## src/rtl/rede_stream_ctrl.sv

```systemverilog
// Streaming sequencer around the rede_float network core: input FIFO with priming, output FIFO
// behind a valid/ready port. Optional REDE_CTRL_STATS_EN adds in_cnt/out_cnt event counters.
module rede_stream_ctrl #(
    parameter int unsigned IAW       = 4,
    parameter int unsigned OAW       = 3,
    parameter int unsigned PRIME_CNT = 4
) (
    input  logic        clk,
    input  logic        rst,
    input  logic        flush,
    input  logic [18:0] s_data,
    input  logic        s_valid,
    output logic        s_ready,
    output logic        net_rst,
    output logic [18:0] net_in,
    input  logic [3:0]  net_req,
    input  logic [27:0] net_out,
    input  logic [3:0]  net_en,
    output logic [27:0] m_data,
    output logic        m_valid,
    input  logic        m_ready,
    output logic        underrun,
    output logic        overflow,
`ifdef REDE_CTRL_STATS_EN
    output logic [31:0] in_cnt,
    output logic [31:0] out_cnt,
`endif
    output logic [1:0]  state_o
);

    typedef enum logic [1:0] {StPrime = 2'd0, StRun = 2'd1, StDrain = 2'd2} state_e;

    localparam logic [IAW:0] IFull    = (IAW + 1)'(2 ** IAW);
    localparam logic [IAW:0] PrimeLvl = (IAW + 1)'(PRIME_CNT);
    localparam logic [OAW:0] OFull    = (OAW + 1)'(2 ** OAW);

    state_e             state_q, state_d;
    logic [18:0]        imem_q [2 ** IAW];
    logic [27:0]        omem_q [2 ** OAW];
    logic [IAW-1:0]     irp_q, irp_d, iwp_q, iwp_d;
    logic [IAW:0]       ilvl_q, ilvl_d;
    logic [OAW-1:0]     orp_q, orp_d, owp_q, owp_d;
    logic [OAW:0]       olvl_q, olvl_d;
    logic               net_rst_q, net_rst_d;
    logic [18:0]        net_in_q, net_in_d;
    logic               m_valid_q, m_valid_d;
    logic [27:0]        m_data_q, m_data_d;
    logic               underrun_q, underrun_d;
    logic               overflow_q, overflow_d;
    logic               ready_en_q;
    logic               push, pop, req, cap, owr, opop;

    assign s_ready  = ready_en_q && (state_q != StDrain) && (ilvl_q != IFull);
    assign push     = s_valid && s_ready;
    assign req      = (net_req == 4'd1);
    assign cap      = (net_en == 4'd1) && (state_q != StPrime);
    // Full status is taken before the edge: a same-cycle downstream pop frees no slot.
    assign owr      = cap && (olvl_q != OFull);
    assign opop     = m_valid_q && m_ready;

    always_comb begin
        state_d    = state_q;
        net_rst_d  = net_rst_q;
        net_in_d   = net_in_q;
        underrun_d = underrun_q;
        pop        = 1'b0;
        case (state_q)
            StPrime: begin
                net_rst_d = 1'b1;
                if (ilvl_q >= PrimeLvl) begin
                    pop       = 1'b1;
                    state_d   = StRun;
                    net_rst_d = 1'b0;
                end
            end
            StRun: begin
                if (req) begin
                    if (ilvl_q != '0) pop = 1'b1;
                    else              underrun_d = 1'b1;
                end
                if (flush) state_d = StDrain;
            end
            StDrain: begin
                if (ilvl_q == '0) begin
                    state_d   = StPrime;
                    net_rst_d = 1'b1;
                    net_in_d  = '0;
                    if (req) underrun_d = 1'b1;
                end else if (req) begin
                    pop = 1'b1;
                end
            end
            default: state_d = StPrime;
        endcase
        if (pop) net_in_d = imem_q[irp_q];
        irp_d  = irp_q + IAW'(pop);
        iwp_d  = iwp_q + IAW'(push);
        ilvl_d = ilvl_q + (IAW + 1)'(push) - (IAW + 1)'(pop);

        overflow_d = overflow_q | (cap && (olvl_q == OFull));
        orp_d      = orp_q + OAW'(opop);
        owp_d      = owp_q + OAW'(owr);
        olvl_d     = olvl_q + (OAW + 1)'(owr) - (OAW + 1)'(opop);
        m_valid_d  = (olvl_d != '0);
        m_data_d   = m_data_q;
        // The new head may be the word being written on this very edge.
        if (olvl_d != '0) begin
            m_data_d = (owr && (owp_q == orp_d)) ? net_out : omem_q[orp_d];
        end
    end

    always_ff @(posedge clk) begin
        if (rst) begin
            state_q    <= StPrime;
            irp_q      <= '0;
            iwp_q      <= '0;
            ilvl_q     <= '0;
            orp_q      <= '0;
            owp_q      <= '0;
            olvl_q     <= '0;
            net_rst_q  <= 1'b1;
            net_in_q   <= '0;
            m_valid_q  <= 1'b0;
            m_data_q   <= '0;
            underrun_q <= 1'b0;
            overflow_q <= 1'b0;
            ready_en_q <= 1'b0;
        end else begin
            state_q    <= state_d;
            irp_q      <= irp_d;
            iwp_q      <= iwp_d;
            ilvl_q     <= ilvl_d;
            orp_q      <= orp_d;
            owp_q      <= owp_d;
            olvl_q     <= olvl_d;
            net_rst_q  <= net_rst_d;
            net_in_q   <= net_in_d;
            m_valid_q  <= m_valid_d;
            m_data_q   <= m_data_d;
            underrun_q <= underrun_d;
            overflow_q <= overflow_d;
            ready_en_q <= 1'b1;
        end
    end

    always_ff @(posedge clk) begin
        if (push) imem_q[iwp_q] <= s_data;
        if (owr)  omem_q[owp_q] <= net_out;
    end

`ifdef REDE_CTRL_STATS_EN
    logic [31:0] in_cnt_q, out_cnt_q;

    always_ff @(posedge clk) begin
        if (rst) begin
            in_cnt_q  <= '0;
            out_cnt_q <= '0;
        end else begin
            in_cnt_q  <= in_cnt_q + 32'(pop);
            out_cnt_q <= out_cnt_q + 32'(owr);
        end
    end

    assign in_cnt  = in_cnt_q;
    assign out_cnt = out_cnt_q;
`endif

    assign net_rst  = net_rst_q;
    assign net_in   = net_in_q;
    assign m_valid  = m_valid_q;
    assign m_data   = m_data_q;
    assign underrun = underrun_q;
    assign overflow = overflow_q;
    assign state_o  = state_q;

endmodule
```

## config.mk

```make
export PLATFORM = sky130hd
export DESIGN_NAME = rede_stream_ctrl
export DESIGN_NICKNAME = d
export VERILOG_FILES = /design/src/rtl/rede_stream_ctrl.sv
export SDC_FILE = /design/constraint.sdc
export NUM_CORES = 1
export LEC_CHECK = 0
export ABC_CLOCK_PERIOD_IN_PS = 10530
export BUFFER_PORTS_ARGS = -buffer_cell sky130_fd_sc_hd__buf_2
export CAP_MARGIN = 15
export CORE_ASPECT_RATIO = 0.7
export CORE_MARGIN = 10
export CORE_UTILIZATION = 25
export DETAILED_ROUTE_END_ITERATION = 6
export GPL_TIMING_DRIVEN = 0
export PLACE_DENSITY = 0.42
export REMOVE_ABC_BUFFERS = 1
export SLEW_MARGIN = 15
export SYNTH_ARGS = -nofsm -noshare
export SYNTH_HDL_FRONTEND = slang
export SYNTH_SLANG_ARGS = --single-unit
```

## constraint.sdc

```tcl
create_clock -name clk -period 10.53 [get_ports clk]
set_input_delay 2.106 -clock clk [delete_from_list [all_inputs] [get_ports clk]]
set_output_delay 2.106 -clock clk [all_outputs]
set_load 0.005 [all_outputs]
```

* After elaboration in Yosys (flattened, before gate mapping)
Memory sizes are Yosys's and may differ from the RTL's. A register that Yosys moved wholly into a read port is not among the register bits.
Cells that the tools add are included.
** Storage, ports and cells
- Register bits after elaboration :: 49
- Bits in writable memories :: 528
- Input port bits :: 60
- Output and inout port bits :: 54
- Memories :: 2
** Memories
- imem_q :: words 16, width 19, rd ports 1, clocked after Yosys merged registers in 1, wr ports 1, line 38 : logic [18:0] imem_q [2 ** IAW];
- omem_q :: words 8, width 28, rd ports 1, clocked after Yosys merged registers in 1, wr ports 1, line 39 : logic [27:0] omem_q [2 ** OAW];
** Cells by class
- Add/subtract/negate cells :: 8
- Magnitude comparators :: 1
- Eq/ne operators :: 14
- Muxes and demuxes :: 27
- Bitwise operators :: 1
- Reductions and logical operators :: 20
** Operators with widths (number)
- 19-bit 2-to-1 mux :: 3
- 1-bit 2-to-1 mux :: 16
- 2-bit inequality test (second input constant) :: 7
- 4-bit by 1-bit adder with 4-bit output :: 3
- 2-bit nonzero test :: 5
- 4-bit by 1-bit equality test with 1-bit output (second input constant) :: 2
- 1-bit logical AND :: 7
- 3-bit by 1-bit adder with 3-bit output :: 2
- 2-bit 2-to-1 mux :: 3
- 2-bit one-hot mux with 3 select lines :: 1
- 5-bit by 1-bit adder with 5-bit output :: 1
- 5-bit by 3-bit >= comparator with 1-bit output (second input constant) :: 1
- 5-bit zero test :: 1
- 5-bit inequality test (second input constant) :: 1
- 5-bit AND reduction :: 1
- 5-bit nonzero test :: 1
- 5-bit by 1-bit subtractor with 5-bit output :: 1
- 4-bit equality test (second input constant) :: 1
- 4-bit 2-to-1 mux :: 1
- 4-bit inequality test (second input constant) :: 1
- 1-bit one-hot mux with 2 select lines :: 2
- 2-bit AND reduction :: 2
- 4-bit nonzero test :: 1
- 4-bit by 1-bit subtractor with 4-bit output :: 1
- 6 further kinds :: 6

* Longest topological paths before layout
Gate-level depths: netlist of run 1.
- Word-level depth :: 6
- Mapped depth :: 16

* Worst setup path after synthesis of run 1
No wires, ideal clock.
- Path kind :: in2reg
- From :: input net_en[1]
- To :: memory omem_q[4][0], enable pin
- Setup time :: 494 ps
- Arrival time :: 6149 ps
- Data required time :: 10036 ps
- Slack :: 3887 ps
- Stages on the path :: 4
- Buffers on the path :: 1
- Cells stage by stage :: or4b_1 or3_1 buf_6 nor4b_1
** Between the ends
- Cells in the longest elaborated chain, start to end :: 5
** Ends and longest elaborated chain
- start, declared :: line 18 : input logic [3:0] net_en,
- 4-bit by 1-bit equality test with 1-bit output :: line 56 : assign cap = (net_en == 4'd1) && (state_q != StPrime);
- 1-bit logical AND :: line 56
- 1-bit logical AND :: line 58 : assign owr = cap && (olvl_q != OFull);
- 1-bit 2-to-1 mux :: line 148 : if (owr) omem_q[owp_q] <= net_out;
- 1-bit 2-to-1 mux (not written as such) :: line 148
- end, declared :: line 39
Every way passes these cells.

* Worst setup path after layout of run 1
- From :: input net_en[1]
- To :: register m_data_q[1], in the netlist m_data[1], read port of omem_q
** Between the ends
- Cells in the longest elaborated chain, start to end :: 6
** Ends and longest elaborated chain
- 4-bit by 1-bit equality test with 1-bit output :: line 56
- 1-bit logical AND :: line 56
- 1-bit logical AND :: line 58
- 4-bit by 1-bit adder with 4-bit output :: line 103 : olvl_d = olvl_q + (OAW + 1)'(owr) - (OAW + 1)'(opop);
- 4-bit by 1-bit subtractor with 4-bit output :: line 103
- 4-bit nonzero test :: line 107 : if (olvl_d != '0) begin
- end, declared :: line 47 : logic [27:0] m_data_q, m_data_d;
Every way passes these cells.
A chain may end at the register's enable or synchronous reset.

==> summary.txt, run 1 <==
row count: 94
CP max-delay cell: or3_1
Slew Limit Fails: 0
ys async rst share: 0%
sequential share of the synthesized area: 73.25%
CTS tree: done
Critical Path Source: net_en[1]
post-synth cell types: 56
vias in the first global route: 13,170
Syn Area/Cell: 17.44 µm²
Pleak: 9.318 nW
CP endpoint kind: flip-flop
Comb pwr share: 20.7%
register bit total from synthesis: 605
final instance area: 28,980 µm²
Starting Density: 25.24%
layout cells sized above 1: 32.02%
Worst Path Max Fanout: 13
Detailed Route Iter0 Violations: 958
GRT Util Overall: 11.11%
Die X-Extent: 388.4 µm
Clock Skew: 0.02692 ns
Startpoint Class: primary input
CTS Buffer Depth: 3
critical path arrival: 5.90 ns
CP Cell Sequence: buf_2, or4b_1, or3_1, ha_1, inv_1, ha_1, inv_1, fa_1, nor2b_1, nand4_1, mux2i_4, buf_16, buf_16, nand2_1, o21ai_1
GR Overflow Total: 0
number of synthesized flops with an enable pin: 528
post-synth top area share: 66.76%
fmax: 0.1863 GHz
Ys Warns: 0
Synth Instances: 1,362
Placed Area: 26,800 µm²
Clock power frac: 35.6%
sequential group share of total power: 43.7%
Tmin final: 5.367 ns
worst r2r dst: m_data[1]
final period utilization: 50.96%
CP bufs+invs: 5
Largest stage delay, worst path: 0.57 ns
Vias: 12,610
DRC Markers: 0
# setup viols final: 0
synth cell count leaders: edfxtp_1, mux2_2, dfxtp_1
Peak VDD IR: 0.0001004 V
clock tree root driver cell: clkbuf_16
Max Cap Viol: 0
ANT nets after route: 0
Hold Crit Class: flip-flop to flip-flop
Die Span Y: 277.9 µm
most frequent cell after synthesis: edfxtp_1
via-per-instance ratio: 4.433
total CTS buffers: 68
Core Area: 94,090 µm²
Routed WL per cell: 21.48 µm
main flop type after synthesis: edfxtp_1
Fillers: 9,249
top cell type by total area after synthesis: edfxtp_1
Layout Area Growth over Synthesis: 22.01%
CTS H-tree lvls: 3
Post-DP HPWL: 39,060 µm
Pint: 0.004672 W
Final WS setup: 5.163 ns
Worst EP required: 11.06 ns
worst r2r src: olvl_q[2]
power per cell area: 224.1 nW/µm²
area occupied by multi-input gates: 6082 µm²
Max-slew headroom: 47.33%
total I/O pin count: 114
Ant. Diodes: 0
Switch Pwr: 0.001824 W
Slew @ Worst Pin: 0.7875 ns
Critical Path End: m_data[1]
Reg2Reg Depth: 16
Post-CTS Setup Inserts: 0
Worst-Skew Late Latency: 0.62 ns
Clock Sinks: 605
post-CTS sizing: 0
hold_buf cts: 0
Worst path top cell family by delay: simple AND/OR/NAND/NOR gates
Fin. Hold Viols: 0
Setup WS pre-CTS: 4.568 ns
initial antenna violation count: 1
gp weighted congestion: 0.6867
Crit Path Category: primary input to flip-flop
top cells by area, synth: edfxtp_1, dfxtp_1, mux4_2
die area: 107,900 µm²
WL final: 61,100 µm
sw frac: 28.08%
nets@finish: 1,622
PortBufs: 113
FF/Latch Area: 17,410 µm²
Crit. path cell count: 15
Clk pin slew, worst setup/hold paths: 0.06 ns
RSZ-0062 raised after global routing: false
drt first pass iters: 7
maximum number of pins on one net before global-route repair: 55
Synth Cell Area: 23,750 µm²
outcome: finished clean
R2R setup slack: 6.63 ns
global-route wire length before repair: 90,110 µm
state kept, by name, summed over array words and instances, names as in the netlist, 4 cells and up:
signal  flops
ilvl_q      5
irp_q       4
net_in     19
olvl_q      4
imem_q    304
iwp_q       4
m_data     28
omem_q    224
power by group through the flow:
| stage | clock [W] | combinational [W] | sequential, W |
|---|---|---|---|
| 2_1_floorplan | 0 | 0.000735 | 0.00290 |
| 3_3_place_gp | 0 | 0.00120 | 0.00297 |
| 3_5_place_dp | 0 | 0.00137 | 0.00289 |
| 4_1_cts | 0.00238 | 0.00138 | 0.00284 |
| 5_1_grt | 0.00248 | 0.00148 | 0.00285 |
| 6_report | 0.00231 | 0.00135 | 0.00284 |
worst min-delay path, cell delays in order, from the launching register on:
cell and delay (ns):
dfxtp_1 0.30, nand2_1 0.05, o21ai_1 0.05
how the worst min path moves through the flow:
stage                       endpoint  slack (ns)  depth (start not counted)       start
after floorplan             underrun        0.44                          2    underrun
after global placement    m_data[10]        0.43                          2  m_data[10]
after detailed placement  m_data[10]        0.44                          2  m_data[10]
after CTS                 m_data[10]        0.45                          2  m_data[10]
after global routing      m_data[10]        0.47                          2  m_data[10]
final                     m_data[10]        0.45                          2  m_data[10]
cells in the final DEF (no fill, tap or decap), types with 20 or more instances in the layout:
cell type and instances:
clkbuf_16 69, o22ai_1 56, clkbuf_1 21, o21ai_0 20, o31a_1 26, mux2_2 112, nand3_1 30, nand2_1 68
mux4_2 58, edfxtp_1 528, dfxtp_1 73, nand2b_1 21, buf_2 125, nand4_1 20, mux2i_1 55, nor2_1 25
cell type report:
cell class / count / share of cell area [%]
clock buffer: 98 / 6.611
clock inverter: 28 / 0.9197
inverter: 20 / 0.2763
multi-input combinational: 657 / 20.99
sequential: 605 / 60.08
tap: 1248 / 5.389
timing repair buffer: 188 / 5.738
kinds of logic (layout without fill, tap and decap cells):
| group | Yosys count | in the layout | synth area share, % |
|---|---|---|---|
| fa+ha+maj | 22 | 22 | 1.222 |
| buf+inv | 100 | 334 | 2.081 |
| mux | 226 | 226 | 13.17 |
| simple gates | 227 | 227 | 4.847 |
| compound gates | 167 | 167 | 4.815 |
| flops | 605 | 605 | 73.25 |
| xor+xnor | 15 | 15 | 0.6164 |
layer usage:
layer	wire length (µm)	vias up	global-route usage, %
li1	-	5733	-
met1	29040	6554	15.50
met2	28330	233	17.59
met3	2430	86	1.942
met4	1292	2	3.154
met5	13	-	0
through the flow:
step / std cells / hold WS, ns / TNS, ns / utilization, % / power, W
after global routing: 2844 / 0.4686 / 0 / 30.80 / 0.006814
after global placement: 2643 / 0.4343 / -4.811 / 27.06 / 0.004172
after CTS: 2844 / 0.4472 / 0 / 30.80 / 0.006607
after detailed placement: 2718 / 0.4396 / 0 / 28.48 / 0.004266
final: 2844 / 0.4473 / 0 / 30.80 / 0.006495
after floorplan: 1282 / 0.4360 / 0 / - / 0.003639
(Power assumes the default switching activity.)
==> inputs of run 2 (changes only) <==
Settings changed: ABC_CLOCK_PERIOD_IN_PS 10530 to 4350, PLACE_DENSITY 0.42 to 0.44.
Clock period 10.53 ns to 4.35 ns, I/O delays scaled along.
==> run 2 against run 1 <==
Effect of this change: global-route usage down 0.076 points; cell area is 0.19% higher; sequential power is 140% higher; setup slack got worse by 4.9 ns; first-iteration DRC count down 2.2%; non-clock buffer count up 1; clock power up 150%; register-to-register slack got worse by 6.2 ns; critical path type unchanged; largest power group unchanged.
==> summary.txt, run 2 (synthesis results as in run 1) <==
outcome: finished clean
Post-DP HPWL: 38,340 µm (-1.9%)
maximum number of pins on one net before global-route repair: 55 (unchanged)
sw frac: 27.97% (-0.11 points)
Max Cap Viol: 0 (unchanged)
critical path arrival: 4.66 ns (-1.24 ns)
Routed WL per cell: 21.36 µm (-0.58%)
Peak VDD IR: 0.0002401 V (+140%)
Pint: 0.01145 W (+150%)
Reg2Reg Depth: 17 (+1)
Comb pwr share: 20.5% (-0.2 points)
area occupied by multi-input gates: 6082 µm² (unchanged)
CP endpoint kind: flip-flop
Tmin final: 4.124 ns
leading cell type in the layout, fill and taps excluded: edfxtp_1
fmax: 0.2425 GHz
Hold Crit Class: flip-flop to flip-flop
RSZ-0062 raised after global routing: false
hold_buf cts: 0 (unchanged)
Slew Limit Fails: 0 (unchanged)
FF/Latch Area: 17,410 µm² (unchanged)
nets@finish: 1,623 (+0.062%)
Worst Path Max Fanout: 15 (+2)
Critical Path End: m_data[23]
layout cells sized above 1: 32.25% (+0.23 points)
Clock power frac: 36.1% (+0.5 points)
Post-Layout Cell Count: 2,847 (+0.11%)
sequential group share of total power: 43.3% (-0.4 points)
Die X-Extent: 388.4 µm (unchanged)
total power: 0.01590 W (+140%)
Vias: 12,690 (+0.64%)
placed insts: 2,717 (-0.037%)
# setup viols final: 0 (unchanged)
Fin. Hold Viols: 0 (unchanged)
R2R setup slack: 0.48 ns (-6.15 ns)
most frequent cells in the layout: edfxtp_1, buf_2, mux2_2, dfxtp_1, clkbuf_16
Pleak: 9.354 nW (+0.38%)
post-CTS sizing: 0 (unchanged)
Startpoint Class: primary input
via-per-instance ratio: 4.457 (+0.54%)
Worst-Skew Late Latency: 0.62 ns (about the same)
worst r2r dst: m_data[23]
CTS Buffer Depth: 3 (unchanged)
gp weighted congestion: 0.6794 (-1.1%)
Layout Area Growth over Synthesis: 22.25%
Switch Pwr: 0.004445 W (+140%)
initial antenna violation count: 4 (+3)
Fillers: 9,151 (-1.1%)
hold_ws: 0.4371 ns (-0.01020 ns)
Crit Path Category: primary input to flip-flop
CTS H-tree lvls: 3 (unchanged)
Core Area: 94,090 µm² (unchanged)
Die Span Y: 277.9 µm (unchanged)
clock tree root driver cell: clkbuf_16
worst r2r src: olvl_q[2]
ANT nets after route: 0 (unchanged)
Critical Path Source: net_en[1]
Starting Density: 25.24% (unchanged)
vias in the first global route: 13,180 (+0.053%)
die area: 107,900 µm² (unchanged)
global-route wire length before repair: 89,640 µm (-0.51%)
Clock Sinks: 605 (unchanged)
power per cell area: 547.5 nW/µm² (+140%)
Clk pin slew, worst setup/hold paths: 0.06 ns (about the same)
Worst EP required: 4.89 ns (-6.17 ns)
PortBufs: 113 (unchanged)
Detailed Route Iter0 Violations: 937 (-2.2%)
drt first pass iters: 5 (-2)
row count: 94 (unchanged)
Slew @ Worst Pin: 0.7476 ns (-0.03993 ns)
CTS tree: done
GRT Util Overall: 11.03% (-0.076 points)
largest reg by FF count: imem_q
total CTS buffers: 68 (unchanged)
Max-slew headroom: 50.06% (+2.7 points)
DRC Markers: 0 (unchanged)
max reg flops: 304 (unchanged)
total I/O pin count: 114 (unchanged)
Clock Skew: 0.01895 ns (-0.007978 ns)
final period utilization: 94.81%
GR Overflow Total: 0 (unchanged)
WL final: 60,810 µm (-0.47%)
-- run 2: changes by cell type in the layout (fill, tap and decap cells not counted), sizes merged --
cell	delta
bufinv	+2
buf	+1
clkinv	-3
clkbuf	+1
diode	+2
clkinvlp	-2
inv	+2
-- run 2: worst max-delay path, stage by stage --
cell	delay (ns)
buf_2	0.10
or4b_1	0.54
or3_1	0.58
ha_1	0.37
inv_1	0.06
ha_1	0.16
inv_1	0.06
fa_1	0.52
nor2b_1	0.25
nand4_1	0.18
mux2i_4	0.20
buf_12	0.16
buf_16	0.15
buf_16	0.16
a22oi_1	0.10
a22oi_1	0.17
-- run 2: through the flow --
step	cell area (µm²)	setup TNS, ns	setup slack [ns]	util, %
finish	29030	0	0.2259	30.86
global route	29030	0	0.07805	30.86
CTS	29000	0	0.06169	30.82
detailed placement	26770	-9.040	-0.5696	28.45
global placement	25460	-987.79	-5.330	27.06
floorplan	23340	-120.52	-1.307	-
-- run 2: worst min-delay path by stage --
stage	startpoint	end	cells after the start
2_1_floorplan	underrun	underrun	2
3_3_place_gp	m_data[7]	m_data[7]	2
3_5_place_dp	underrun	underrun	2
4_1_cts	flush	state_o[0]	2
5_1_grt	flush	state_o[0]	2
6_report	m_data[4]	m_data[4]	2
-- run 2: per-layer routing --
| layer | up-vias | share of wire [%] | GRT usage, % |
|---|---|---|---|
| met5 | - | 0.044 | 0 |
| met4 | 4 | 2.2 | 3.028 |
| li1 | 5742 | - | - |
| met1 | 6594 | 47 | 15.14 |
| met2 | 260 | 46 | 17.26 |
| met3 | 89 | 4.9 | 2.662 |
-- run 2: final cells by class --
type                       instances  area share (%)
timing repair buffer             189           5.732
multi-input combinational        657           20.95
tap                             1248           5.378
clock buffer                      99           6.611
clock inverter                    27           1.077
antenna                            2         0.01724
inverter                          20          0.2758
sequential                       605           59.96
-- run 2: what timing repair did --
action | 4_1_cts | 5_1_grt
setup buffers | 0 | 2
hold endpoints to repair | 0 | 0
endpoints found under the setup margin | 0 | 1
-- run 2: power by group through the flow --
stage               logic [W]  clock network, W  registers, W
floorplan             0.00178                 0       0.00703
global placement      0.00291                 0       0.00716
detailed placement    0.00328                 0       0.00702
CTS                   0.00329           0.00592       0.00690
global route          0.00357           0.00615       0.00694
finish                0.00326           0.00575       0.00689
==> inputs of run 3 (changes only) <==
Settings changed: CORE_MARGIN 10 to 2, PLACE_DENSITY 0.44 to not set, PLACE_DENSITY_LB_ADDON set to 0.05.
==> run 3 against run 2 <==
Effect of this change: cell area increased by 0.24%; utilization increased by 0.073 points; non-clock buffer count increased by 7; critical path depth decreased by 1; sequential share of layout area decreased by 0.14 points; register-to-register slack got worse by 0.02 ns; sequential cell count unchanged; critical endpoint unchanged; combinational power increased by 1%; via count decreased by 0.62%; global-route usage increased by 2.6 points; setup slack improved by 0.0082 ns; largest cell class unchanged.
==> summary.txt, run 3 (synthesis results as in run 1) <==
outcome: finished clean
Clock Skew: 0.01433 ns (-0.004615 ns)
Core Area: 94,090 µm² (unchanged)
Post-Layout Cell Count: 2,852 (+0.18%)
global-route wire length before repair: 94,990 µm (+6.0%)
Setup WS pre-CTS: -0.5267 ns (+0.04295 ns)
GR Overflow Total: 0 (unchanged)
CTS Buffer Depth: 3 (unchanged)
R2R setup slack: 0.46 ns (-0.02 ns)
Pleak: 9.391 nW (+0.40%)
Starting Density: 25.24% (unchanged)
placed insts: 2,725 (+0.29%)
CP Cell Sequence: buf_2, or4b_1, or3_1, ha_1, inv_1, ha_1, inv_1, fa_1, nor2b_1, nand4_1, mux2i_4, buf_16, buf_16, a22oi_1, a22oi_1
total I/O pin count: 114 (unchanged)
max reg flops: 304 (unchanged)
maximum number of pins on one net before global-route repair: 48 (-13%)
Tmin final: 4.116 ns (-0.008202 ns)
CTS tree: done
Die Span Y: 261.9 µm (-5.8%)
Final WS setup: 0.2341 ns (+0.008202 ns)
most frequent cells in the layout: edfxtp_1, buf_2, mux2_2, dfxtp_1, clkbuf_16
row count: 94 (unchanged)
post-CTS sizing: 0 (unchanged)
Detailed Route Iter0 Violations: 814 (-13%)
hold_ws: 0.4368 ns (-0.0002440 ns)
via-per-instance ratio: 4.421 (-0.80%)
CTS H-tree lvls: 3 (unchanged)
leading cell type in the layout, fill and taps excluded: edfxtp_1
Layout Area Growth over Synthesis: 22.54%
worst r2r dst: m_data[23]
PortBufs: 113 (unchanged)
Ant. Diodes: 0 (-2)
ANT nets after route: 0 (unchanged)
Max Cap Viol: 0 (unchanged)
Reg2Reg Depth: 16 (-1)
Max-slew headroom: 39.56% (-10 points)
hold_buf cts: 0 (unchanged)
layout cells sized above 1: 32.29% (+0.046 points)
vias in the first global route: 12,920 (-1.9%)
min-delay src: m_data[1]
GRT Util Overall: 13.59% (+2.6 points)
Routed WL per cell: 23.12 µm (+8.2%)
Startpoint Class: primary input
Post-CTS Setup Inserts: 0 (unchanged)
total CTS buffers: 69 (+1.5%)
largest reg by FF count: imem_q
Hold EP: m_data[1]
die area: 97,520 µm² (-9.6%)
Post-DP HPWL: 41,540 µm (+8.3%)
Worst Path Max Fanout: 16 (+1)
clock tree root driver cell: clkbuf_16
Peak VDD IR: 0.0002745 V (+14%)
power per cell area: 549.3 nW/µm² (+0.33%)
WL final: 65,940 µm (+8.4%)
Clock Sinks: 605 (unchanged)
Largest stage delay, worst path: 0.55 ns (-0.03 ns)
Worst-Skew Late Latency: 0.61 ns (about the same)
CP endpoint kind: flip-flop
Fin. Hold Viols: 0 (unchanged)
gp weighted congestion: 0.6587 (-3.0%)
fmax: 0.2430 GHz (+0.20%)
RSZ-0062 raised after global routing: false
drt first pass iters: 5 (unchanged)
CP max-delay cell: or3_1
Hold Crit Class: flip-flop to flip-flop
DRC Markers: 0 (unchanged)
Slew @ Worst Pin: 0.9017 ns (+0.1541 ns)
Slew Limit Fails: 0 (unchanged)
Die X-Extent: 372.4 µm (-4.1%)
Crit Path Category: primary input to flip-flop
Worst EP required: 4.88 ns (about the same)
initial antenna violation count: 3 (-1)
Vias: 12,610 (-0.62%)
critical path arrival: 4.64 ns (-0.02 ns)
# setup viols final: 0 (unchanged)
worst r2r src: olvl_q[2]
hold depth: 2 (unchanged)
final period utilization: 94.62% (-0.19 points)
nets@finish: 1,631 (+0.49%)
Clk pin slew, worst setup/hold paths: 0.06 ns (about the same)
run 3: worst max path at each step:
stage / end / from / cells after the start
after floorplan: m_data[16] / m_ready / 8
after global placement: omem_q[2][23] / net_en[1] / 4
after detailed placement: m_data[23] / net_en[1] / 15
after CTS: m_data[23] / net_en[1] / 15
after global routing: m_data[23] / net_en[1] / 15
final: m_data[23] / net_en[1] / 15
run 3: layout make-up:
cell class / instances / area (µm²)
clock inverters: 23 / 234.0
inverters: 20 / 80.08
multi-input cells: 657 / 6091
clock buffers: 103 / 1977
well taps: 1248 / 1562
flip-flops and latches: 605 / 17410
fillers: 9250 / 64990
repair buffers: 196 / 1750
run 3: metrics by stage:
step                      util, %  TNS [ns]  total power, W  area [µm²]
after global placement      27.06  -1173.18         0.01021       25460
after CTS                   30.92         0         0.01631       29100
after global routing        30.93         0         0.01679       29100
final                       30.93         0         0.01599       29100
after floorplan                 -   -120.52        0.008808       23340
after detailed placement    28.57    -8.078         0.01040       26880
run 3: critical path: cells and delay by family:
family	cells	cell delay (ns)
buffers and inverters	5	0.58
multiplexers	1	0.26
adder cells (fa/ha/maj)	3	1.03
AO/OA/AOI/OAI	2	0.28
AND/OR/NAND/NOR	4	1.60
run 3: power by group:
| part | total, W | switching, W | internal (W) |
|---|---|---|---|
| clock | 0.00579 | 0.00240 | 0.00339 |
| sequential | 0.00689 | 0.000270 | 0.00662 |
| combinational | 0.00330 | 0.00183 | 0.00147 |
run 3: layer usage:
| layer | part of all wire, % | vias to the layer above | GRT usage, % |
|---|---|---|---|
| met4 | 2.1 | 2 | 3.971 |
| met1 | 51 | 6553 | 20.39 |
| met5 | 0.017 | - | 0 |
| li1 | - | 5759 | - |
| met2 | 44 | 204 | 20.11 |
| met3 | 3.2 | 92 | 2.177 |
